### src/rtl/branch_target_encoder_pkg.sv
// Shared constants and FSM state type for the branch-target encoder and its PC LUT sibling.
package branch_target_encoder_pkg;

   localparam int D = 12;
   localparam int A = 4;
   localparam int N = 2 ** A;

   localparam logic [A-1:0] NO_BRANCH_IDX = '0;

   typedef enum logic [1:0] {
      IDLE = 2'd0,
      SCAN = 2'd1,
      RESP = 2'd2
   } state_t;

endpackage

### src/rtl/branch_target_encoder_target_table.sv
// N x D target registers with valid bits; one write port, one combinational read port.
// Writes to the reserved "no branch" index are dropped so entry 0 never becomes valid.
module branch_target_encoder_target_table
   import branch_target_encoder_pkg::*;
(
   input  logic         Clk,
   input  logic         Reset_n,
   input  logic         we,
   input  logic [A-1:0] waddr,
   input  logic [D-1:0] wtarget,
   input  logic [A-1:0] raddr,
   output logic [D-1:0] rtarget,
   output logic         rvalid
);

   logic [D-1:0] tgt_q [N];
   logic [N-1:0] vld_q;

   always_ff @(posedge Clk) begin
      if (!Reset_n) begin
         for (int i = 0; i < N; i++) begin
            tgt_q[i] <= '0;
         end
         vld_q <= '0;
      end else if (we && (waddr != NO_BRANCH_IDX)) begin
         tgt_q[waddr] <= wtarget;
         vld_q[waddr] <= 1'b1;
      end
   end

   assign rtarget = tgt_q[raddr];
   assign rvalid  = vld_q[raddr];

endmodule

### src/rtl/branch_target_encoder.sv
// Maps a 12-bit PC target to its LUT index by a linear scan of indices 1..N-1, one per cycle;
// hit at k responds k cycles after accept, miss after N-1; response held until RspReady, no searches meanwhile.
module branch_target_encoder
   import branch_target_encoder_pkg::*;
(
   input  logic         Clk,
   input  logic         Reset_n,
   input  logic         WrEn,
   input  logic [A-1:0] WrAddr,
   input  logic [D-1:0] WrTarget,
   output logic         WrReady,
   input  logic         SrchValid,
   input  logic [D-1:0] SrchTarget,
   output logic         SrchReady,
   output logic         RspValid,
   output logic         RspHit,
   output logic [A-1:0] RspAddr,
   input  logic         RspReady
);

   state_t       state, state_nxt;
   logic [A-1:0] ptr, ptr_nxt;
   logic [D-1:0] key, key_nxt;
   logic         rsp_valid_nxt;
   logic         rsp_hit_nxt;
   logic [A-1:0] rsp_addr_nxt;
   logic         armed;
   logic [D-1:0] ent_target;
   logic         ent_valid;

   // armed keeps both ready outputs low while reset is held, without an input-to-output path
   assign SrchReady = armed && (state == IDLE);
   assign WrReady   = armed && (state != SCAN);

   branch_target_encoder_target_table u_table (
      .Clk     (Clk),
      .Reset_n (Reset_n),
      .we      (WrEn && WrReady),
      .waddr   (WrAddr),
      .wtarget (WrTarget),
      .raddr   (ptr),
      .rtarget (ent_target),
      .rvalid  (ent_valid)
   );

   always_ff @(posedge Clk) begin
      if (!Reset_n) begin
         state    <= IDLE;
         ptr      <= A'(1);
         key      <= '0;
         RspValid <= 1'b0;
         RspHit   <= 1'b0;
         RspAddr  <= '0;
         armed    <= 1'b0;
      end else begin
         state    <= state_nxt;
         ptr      <= ptr_nxt;
         key      <= key_nxt;
         RspValid <= rsp_valid_nxt;
         RspHit   <= rsp_hit_nxt;
         RspAddr  <= rsp_addr_nxt;
         armed    <= 1'b1;
      end
   end

   always_comb begin
      state_nxt     = state;
      ptr_nxt       = ptr;
      key_nxt       = key;
      rsp_valid_nxt = RspValid;
      rsp_hit_nxt   = RspHit;
      rsp_addr_nxt  = RspAddr;
      case (state)
         IDLE: begin
            if (SrchValid && SrchReady) begin
               key_nxt   = SrchTarget;
               ptr_nxt   = A'(1);
               state_nxt = SCAN;
            end
         end
         SCAN: begin
            // first match wins, so duplicates resolve to the lowest index
            if (ent_valid && (ent_target == key)) begin
               rsp_valid_nxt = 1'b1;
               rsp_hit_nxt   = 1'b1;
               rsp_addr_nxt  = ptr;
               state_nxt     = RESP;
            end else if (ptr == A'(N - 1)) begin
               rsp_valid_nxt = 1'b1;
               rsp_hit_nxt   = 1'b0;
               rsp_addr_nxt  = NO_BRANCH_IDX;
               state_nxt     = RESP;
            end else begin
               ptr_nxt = ptr + A'(1);
            end
         end
         RESP: begin
            if (RspReady) begin
               rsp_valid_nxt = 1'b0;
               state_nxt     = IDLE;
            end
         end
         default: state_nxt = IDLE;
      endcase
   end

endmodule

### config.mk
export PLATFORM = sky130hd
export DESIGN_NAME = branch_target_encoder
export DESIGN_NICKNAME = d
export VERILOG_FILES = /design/src/rtl/branch_target_encoder_pkg.sv /design/src/rtl/branch_target_encoder_target_table.sv /design/src/rtl/branch_target_encoder.sv
export SDC_FILE = /design/constraint.sdc
export NUM_CORES = 1
export LEC_CHECK = 0
export CAP_MARGIN = 20
export CORE_ASPECT_RATIO = 1.1
export CORE_UTILIZATION = 45
export DETAILED_ROUTE_END_ITERATION = 7
export DONT_BUFFER_PORTS = 1
export PLACE_DENSITY_LB_ADDON = 0.1
export SLEW_MARGIN = 20
export SYNTH_ARGS = -nofsm -noshare
export SYNTH_HDL_FRONTEND = slang
export SYNTH_SLANG_ARGS = --single-unit
### constraint.sdc
create_clock -name Clk -period 7.2 [get_ports Clk]
set_input_delay 1.08 -clock Clk [delete_from_list [all_inputs] [get_ports Clk]]
set_output_delay 1.08 -clock Clk [all_outputs]
set_load 0.01 [all_outputs]
; ---- Word level (Yosys, flattened, before mapping)
; Memories as Yosys holds them, arrays and structs flattened. A register that Yosys moved wholly into a read port is not among the register bits.
; Cells that the tools add are included.
[classes]
eq_ne = 10
n_div = 0
addsub = 1
muxes = 31
magnitude_cmp = 3
n_bitwise = 1
mul = 0
reduce_logical = 18
shifts = 0
[ops]
columns = op, count
row1 = two-way mux 4 bit, 8
row2 = bitwise OR 16 bit, 1
row3 = two-way mux 1 bit, 13
row4 = equality test 12 bit, 1
row5 = two-way mux 12 bit, 1
row6 = OR reduction 12 bit, 1
row7 = less-than comparator 4 x 5 -> 1 bit (second input constant), 2
row8 = two-way mux 2 bit, 4
row9 = case mux 4 bit (2 select lines), 1
row10 = logical AND 1 bit, 7
row11 = != test 2 bit (second input constant), 3
row12 = case mux 2 bit (3 select lines), 1
row13 = AND reduction 3 bit, 2
row14 = nonzero test 2 bit, 3
row15 = adder 4 x 1 -> 4 bit (second input constant), 1
row16 = binary-select mux 1 bit (select 4 bit), 1
row17 = demux 1 bit (select 4 bit), 1
row18 = equality test 4 bit (second input constant), 1
row19 = greater-or-equal comparator 4 x 1 -> 1 bit (second input constant), 1
row20 = != test 2 x 1 -> 1 bit (second input constant), 2
row21 = AND reduction 2 bit, 2
row22 = AND reduction 4 bit, 1
row23 = nonzero test 4 bit, 1
row24 = != test 3 bit (second input constant), 1
row25 = other kinds (4), 4
[word_totals]
in_bits = 33
mem_bits_rw = 192
latch_bits = 0
mem_bits_ro = 0
n_memories = 1
out_inout_bits = 8
regBits = 41
[mem_list]
columns = name, depth, word_bits, rd, rd_ports_with_merged_regs, wr, line_no
row1 = u_table.tgt_q, 16, 12, 1, 1, 16, branch_target_encoder_target_table.sv:16  ; logic [D-1:0] tgt_q [N];

; ---- Logic depth before layout (Yosys ltp)
[depth]
ltp_word = 9
ltp_mapped = 12
depth_no_buf = 8

; ---- Modules after synthesis
; Synthesis repeated with hierarchy kept, for this count alone.
[hier_totals]
cells_unflattened = 716
area_unflattened_um2 = 10422.5
[by_module_without_submodules]
columns = mod, area_per_inst_um2, seq_area_each_um2, cells_per_inst, n_inst
row1 = branch_target_encoder_target_table, 9287.7, 6085.8, 585, 1
row2 = branch_target_encoder, 1134.8, 500.5, 131, 1

; ---- Worst setup path after synthesis
; Ideal clock, no wire load.
[synth_timing]
path_kind = input port to flip-flop
start = in Reset_n
end = mem u_table.tgt_q[1][0], enable pin
setup_ns = 0.398
n_path_buf = 1
path_slack_ns = 4.080
arrival_time_ns = 2.722
required_ns = 6.802
path_stages = 4
cell_sequence = clkbuf_1 nand3_1 or3_1 o21ai_0
[synth_lines]
columns = element, line_no
row1 = "start, declared", branch_target_encoder.sv:7  ; input logic Reset_n,
row2 = "end, declared", branch_target_encoder_target_table.sv:16

==> metrics <==
status=completed; WP data arrival=roughly 4.3 ns; CTS Buf Count=26; Fin Hold WS=0.4465 ns; Final period util=between 50% and 60%; post-synth top area cell=edfxtp_1; DR DRC count=0; largest net degree at the start of global routing=between 40 and 50; number of filler cells placed in the layout=roughly 2.0k; Worst setup EP type=flip-flop; top cell type's share of synthesized area=a little over half; PnR worst setup slack=roughly 3.3 ns; pwr dens=257.0 mW/mm^2; detailed placer's ending HPWL=~18 mm; H-tree levels=1; Sum Neg Setup Slack=0 ns; DR pass1 iterations=4; worst slack, placed=between 3 and 4 ns; worst slew pin tran=around 1.0 ns; NumNets Final=roughly 800; Post-Syn Area=approximately 0.011 sq mm; Slew HR=a little under a third; dpl cells=between 1k and 1.5k; endpoints failing setup=0; initial core utilization=46.19%; fin cells=~1.1k; maxcap violations=0; top cells by area, synth=edfxtp_1 54%, and2_1 11%, mux4_2 10%; synthesized instance count=762; count leader, synth=edfxtp_1; die area=around 0.024 sq mm; hold crit path type=flip-flop to flip-flop; WL per Instance=between 20 and 30 microns; Hold Fails Final Rpt=0; GRT overflow=0; Clock Path Buffers=3; Post-Syn Area per Cell=13.99 sq um; Routed WL=between 20 and 30 mm; # IOs=a little over 40; crit-path max FO=24; Async S/R FF share, synth=0%; Ys Warns=0; # hold bufs at CTS=0; Clk pin slew, worst setup/hold paths=around 0.060 ns; Global Route Usage Sum=between 20% and 30%; Lkg Pwr=around 4.3 nW; CTS root buf=clkbuf_16; Vias/cell=~5.7; layout cells sized above 1=about 18%; initial antenna violation count=1; Top FF cell, synth=edfxtp_1; DR iter-0 viols=between 500 and 600; Critical Path RT=7.61 ns; first-pass GRT wire length=40.90 mm; Worst Skew=around 0.0077 ns; RePlAce Congestion=slightly below 0.8; Post-CTS Resized=0; CP Launch Type=flip-flop; synthesis-to-layout area growth=11.12%; VDD IR max=165.1 uV; top cells by count, synth=192 x edfxtp_1, 187 x and2_1, 48 x mux4_2; # port buffers=0; Die W=about 150 microns; TritonCTS clock tree=done; number of routed nets with antenna violations=0; vias in the first global route=~6.5k; Rows=58; Tmin final=about 3.9 ns; Yosys reg bits=approximately 240; Yosys cell types=between 50 and 60; # Post-CTS Setup Buffers=0; Core Footprint=around 0.023 sq mm; unrepaired setup endpoints after global routing=no; EDFF count, synth=approximately 190; WS Path Type=flip-flop to flip-flop; Vert. Die Dim=between 150 and 200 microns; fin. max-slew vios=0; Vias=~6.2k; Sink Count=237; worst skew pair latency=0.52 ns; sequential element share of the synthesized area=62.54%; fmax=around 260 MHz
critical path, cell delays in order (launching register included):
cell       delay (ns)
dfxtp_2          0.80
buf_4            0.52
mux4_2           0.31
nor2_1           0.05
or4b_2           0.64
a31oi_1          0.16
nand4_1          0.16
nor4_4           0.62
o21ai_1          0.30
o2bb2ai_1        0.19
final timing paths:
path | cells after the start | slack (ns) | endpoint | start
max | 9 | 3.29 | RspAddr[0] | flip-flop
min | 1 | 0.45 | u_table.vld_q[13] | u_table.vld_q[13]
max reg2reg | 9 | 3.29 | RspAddr[0] | flip-flop
min reg2reg | 1 | 0.45 | u_table.vld_q[13] | u_table.vld_q[13]
final cells by class:
| type | count | area (sq um) | share of cell area, % |
|---|---|---|---|
| tap | 300 | 375.4 | 3.169 |
| multi-input combinational | 476 | 3822 | 32.27 |
| timing repair buffer | 17 | 127.6 | 1.078 |
| clock buffer | 42 | 803.3 | 6.782 |
| clock inverter | 6 | 31.28 | 0.2641 |
| sequential | 237 | 6670 | 56.32 |
| inverter | 3 | 11.26 | 0.09508 |
| antenna | 1 | 2.502 | 0.02113 |
per-layer routing:
layer	vias to the layer above	GRT usage (%)	share of wire [%]
li1	2775	-	-
met1	3188	31.00	42
met2	205	40.38	50
met3	34	3.547	5.8
met4	0	6.308	1.7
met5	-	0	0
stage by stage:
step,utilization (%),cell area [sq um],power (W)
after floorplan,-,10700,0.001723
after global placement,47.52,10970,0.001775
after detailed placement,47.64,10990,0.001780
after CTS,51.26,11830,0.003061
after global routing,51.31,11840,0.003131
final,51.32,11840,0.003043
kinds of logic (layout without fill, tap and decap cells):
group | count (synthesis) | in the layout | synth area share (%)
flip-flops | 237 | 237 | 62.54
XOR/XNOR | 12 | 12 | 0.9860
AND/OR/NAND/NOR | 299 | 299 | 16.29
other | 1 | 13 | 0.03518
AO/OA/AOI/OAI | 76 | 76 | 4.707
multiplexers | 76 | 76 | 12.92
adder cells (fa/ha/maj) | 1 | 1 | 0.1174
buffers and inverters | 60 | 68 | 2.395
cell usage in the layout, fill, tap and decap left out, drive strengths merged, types with 3 or more instances in the layout:
cell | netlist | final
a21o | 15 | 15
a21oi | 17 | 17
and2 | 187 | 187
and3 | 3 | 3
buf | 14 | 17
clkbuf | 43 | 42
clkinv | 0 | 5
conb | 1 | 12
dfxtp | 45 | 45
edfxtp | 192 | 192
inv | 3 | 4
mux2 | 13 | 13
mux2i | 15 | 15
mux4 | 48 | 48
nand2 | 43 | 43
nand2b | 8 | 8
nand3 | 4 | 4
nor2 | 22 | 22
nor3 | 9 | 9
nor3b | 4 | 4
nor4b | 4 | 4
o21ai | 16 | 16
o22ai | 7 | 7
o2bb2ai | 4 | 4
or2 | 3 | 3
xnor2 | 7 | 7
xor2 | 5 | 5
state kept, by name, indices dropped and copies added, names as in the netlist, 2 cells and up, named ones only:
name           count
ptr                4
u_table.tgt_q    192
state              2
key               12
RspAddr            4
u_table.vld_q     16
power breakdown:
part           leakage [nW]  switching (W)  internal [W]  total (W)
registers              2.31      0.0000270       0.00153    0.00156
logic                  1.57       0.000109     0.0000800   0.000189
clock network         0.422       0.000531      0.000763    0.00129
total                  4.30       0.000668       0.00238    0.00304
(Power assumes the default switching activity.)
==> RTL edit (same settings) <==
Re-encode `state_t` (3 states) as one-hot, 3 bits wide.
--- a/src/rtl/branch_target_encoder_pkg.sv
+++ b/src/rtl/branch_target_encoder_pkg.sv
@@ -7,10 +7,10 @@
 
    localparam logic [A-1:0] NO_BRANCH_IDX = '0;
 
-   typedef enum logic [1:0] {
-      IDLE = 2'd0,
-      SCAN = 2'd1,
-      RESP = 2'd2
+   typedef enum logic [2:0] {
+      IDLE = 3'b001,
+      SCAN = 3'b010,
+      RESP = 3'b100
    } state_t;
 
 endpackage
Check against the original RTL: no difference found for any inputs over 4 cycles, from zero or initial values and one cycle with Reset_n low; so few cycles prove little.
==> RTL edit against the unedited design <==
Global-route usage down 0.73 points; routed wire length down 2.1%; utilization down 0.86 points; setup slack better by 370 ps; hold slack better by 2.9 ps; fmax up 10%; largest cell class unchanged; final area up 0.65%; area after synthesis up 1.6%; total power down 2.9%; sequential cell count up 1; highest routed layer unchanged.
==> RTL edit: results (changes against the unedited design) <==
* Number of flops mapped to enable cells by yosys at 192 (unchanged)
* Post-synthesis sequential area ratio at 61.8% (-0.78 points)
* DPL Wire Length at 17300 um (-3.0%)
* Setup WS pre-CTS at 3630 ps (+371 ps)
* Worst slew pin tran at 1120 ps (+80.1 ps)
* Post-synth top cells: edfxtp_1 (192), and2_1 (182), mux2i_1 (53)
* 1st-pass router iterations at 5 (+1)
* Avg WL per Cell at 24.6 um (-3.8%)
* Share of cells above drive strength 1 at 14.3% (-4.0 points)
* GPL Wtd Cong at 0.813 (+2.9%)
* Total wire length at 27100 um (-2.1%)
* Largest regs: u_table.tgt_q x192, u_table.vld_q x16, key x12
* Distinct cells, synth at 45 (-18%)
* Synth top area cells: edfxtp_1 (53%), and2_1 (11%), mux4_2 (8.7%)
* First-pass GRT wire length at 40300 um (-1.6%)
* Outcome: finished clean
* Vias in the first global route at 6297 (-2.6%)
* Final net count at 810 (+1.9%)
* Data arrival time of the critical path at 3940 ps (-380 ps)
* Yosys warnings at 0 (unchanged)
* VDD IR max at 0.000158 V (-4.2%)
* H-tree depth at 1 (unchanged)
* Final core utilization at 50.5% (-0.86 points)
* Delay-heaviest family, CP: multiplexers
* Largest net degree at the start of global routing at 54 (+15%)
* Switching Share at 20.5% (-1.4 points)
* Setup bufs post-CTS at 0 (unchanged)
* Placed cells at 1054 (+2.1%)
* CP max stage delay at 730 ps (-70 ps)
* Post-synthesis async set-or-reset flop share at 0% (unchanged)
* Initial antenna violation count at 0 (-1)
* Skew final at 8.36 ps (+0.687 ps)
* Gr usage total at 22.7% (-0.73 points)
* Via count at 6119 (-1.3%)
* Worst-path fanout max at 29 (+21%)
* Syn_area_per_cell at 13.9 um^2 (-0.77%)
* Final-layout fill cell count at 2024 (+2.7%)
* Initial DRC count at 436 (-24%)
* Lkg Pwr at 4.56 nW (+6.2%)
* CTS Buf Count at 25 (-3.8%)
* Seq pwr share at 52.2% (+0.9 points)
-- RTL edit: cell types whose count changed in the layout (fill, tap and decap cells not counted), sizes merged, moves of 5 or more --
cell and change:
and2 -5, clkinv -5, mux2 -13, mux2i +38
mux4 -6, nand3 +9, o22ai -7, xor2 +6
-- RTL edit: power groups by stage --
stage               Combinational (mW)  Clock (mW)  Sequential (mW)
finish                           0.109        1.30             1.54
global route                     0.117        1.37             1.55
CTS                              0.110        1.32             1.54
detailed placement               0.110           0             1.57
global placement                 0.108           0             1.57
floorplan                       0.0818           0             1.56
-- RTL edit: path summary, 6_finish.rpt --
kind / to / start / slack, ps / depth (start not counted)
max: flip-flop / flip-flop / 3660 / 10
min: u_table.vld_q[14]$_SDFFE_PN0P_ / u_table.vld_q[14]$_SDFFE_PN0P_ / 450 / 1
min reg2reg: u_table.vld_q[14]$_SDFFE_PN0P_ / u_table.vld_q[14]$_SDFFE_PN0P_ / 450 / 1
max reg2reg: flip-flop / flip-flop / 3660 / 10
-- RTL edit: kinds of logic after synthesis --
kind of cell | synth area share [%]
AOI/OAI and AO/OA | 4.43
xor gates and xnor gates | 1.62
adders and majority gates | 0.116
buffers and inverters | 3.06
DFF | 61.8
muxes | 13.6
other | 0.0346
and+or+nand+nor | 15.3
-- RTL edit: area by class of cell --
cell class | instances | area share [%]
repair buffers | 15 | 0.945
well taps | 305 | 3.20
flip-flops and latches | 238 | 56.1
multi-input cells | 492 | 32.6
inverters | 4 | 0.126
diodes | 2 | 0.0420
clock inverters | 3 | 0.577
clock buffers | 43 | 6.38
-- RTL edit: metal layers --
layer  vias up  share of wire [%]  global-route usage [%]
li1       2808                  -                       -
met1      3122                 42                    29.2
met2       146                 51                    39.9
met3        43                4.9                    3.09
met4         0                2.6                    7.12
met5         -                  0                       0
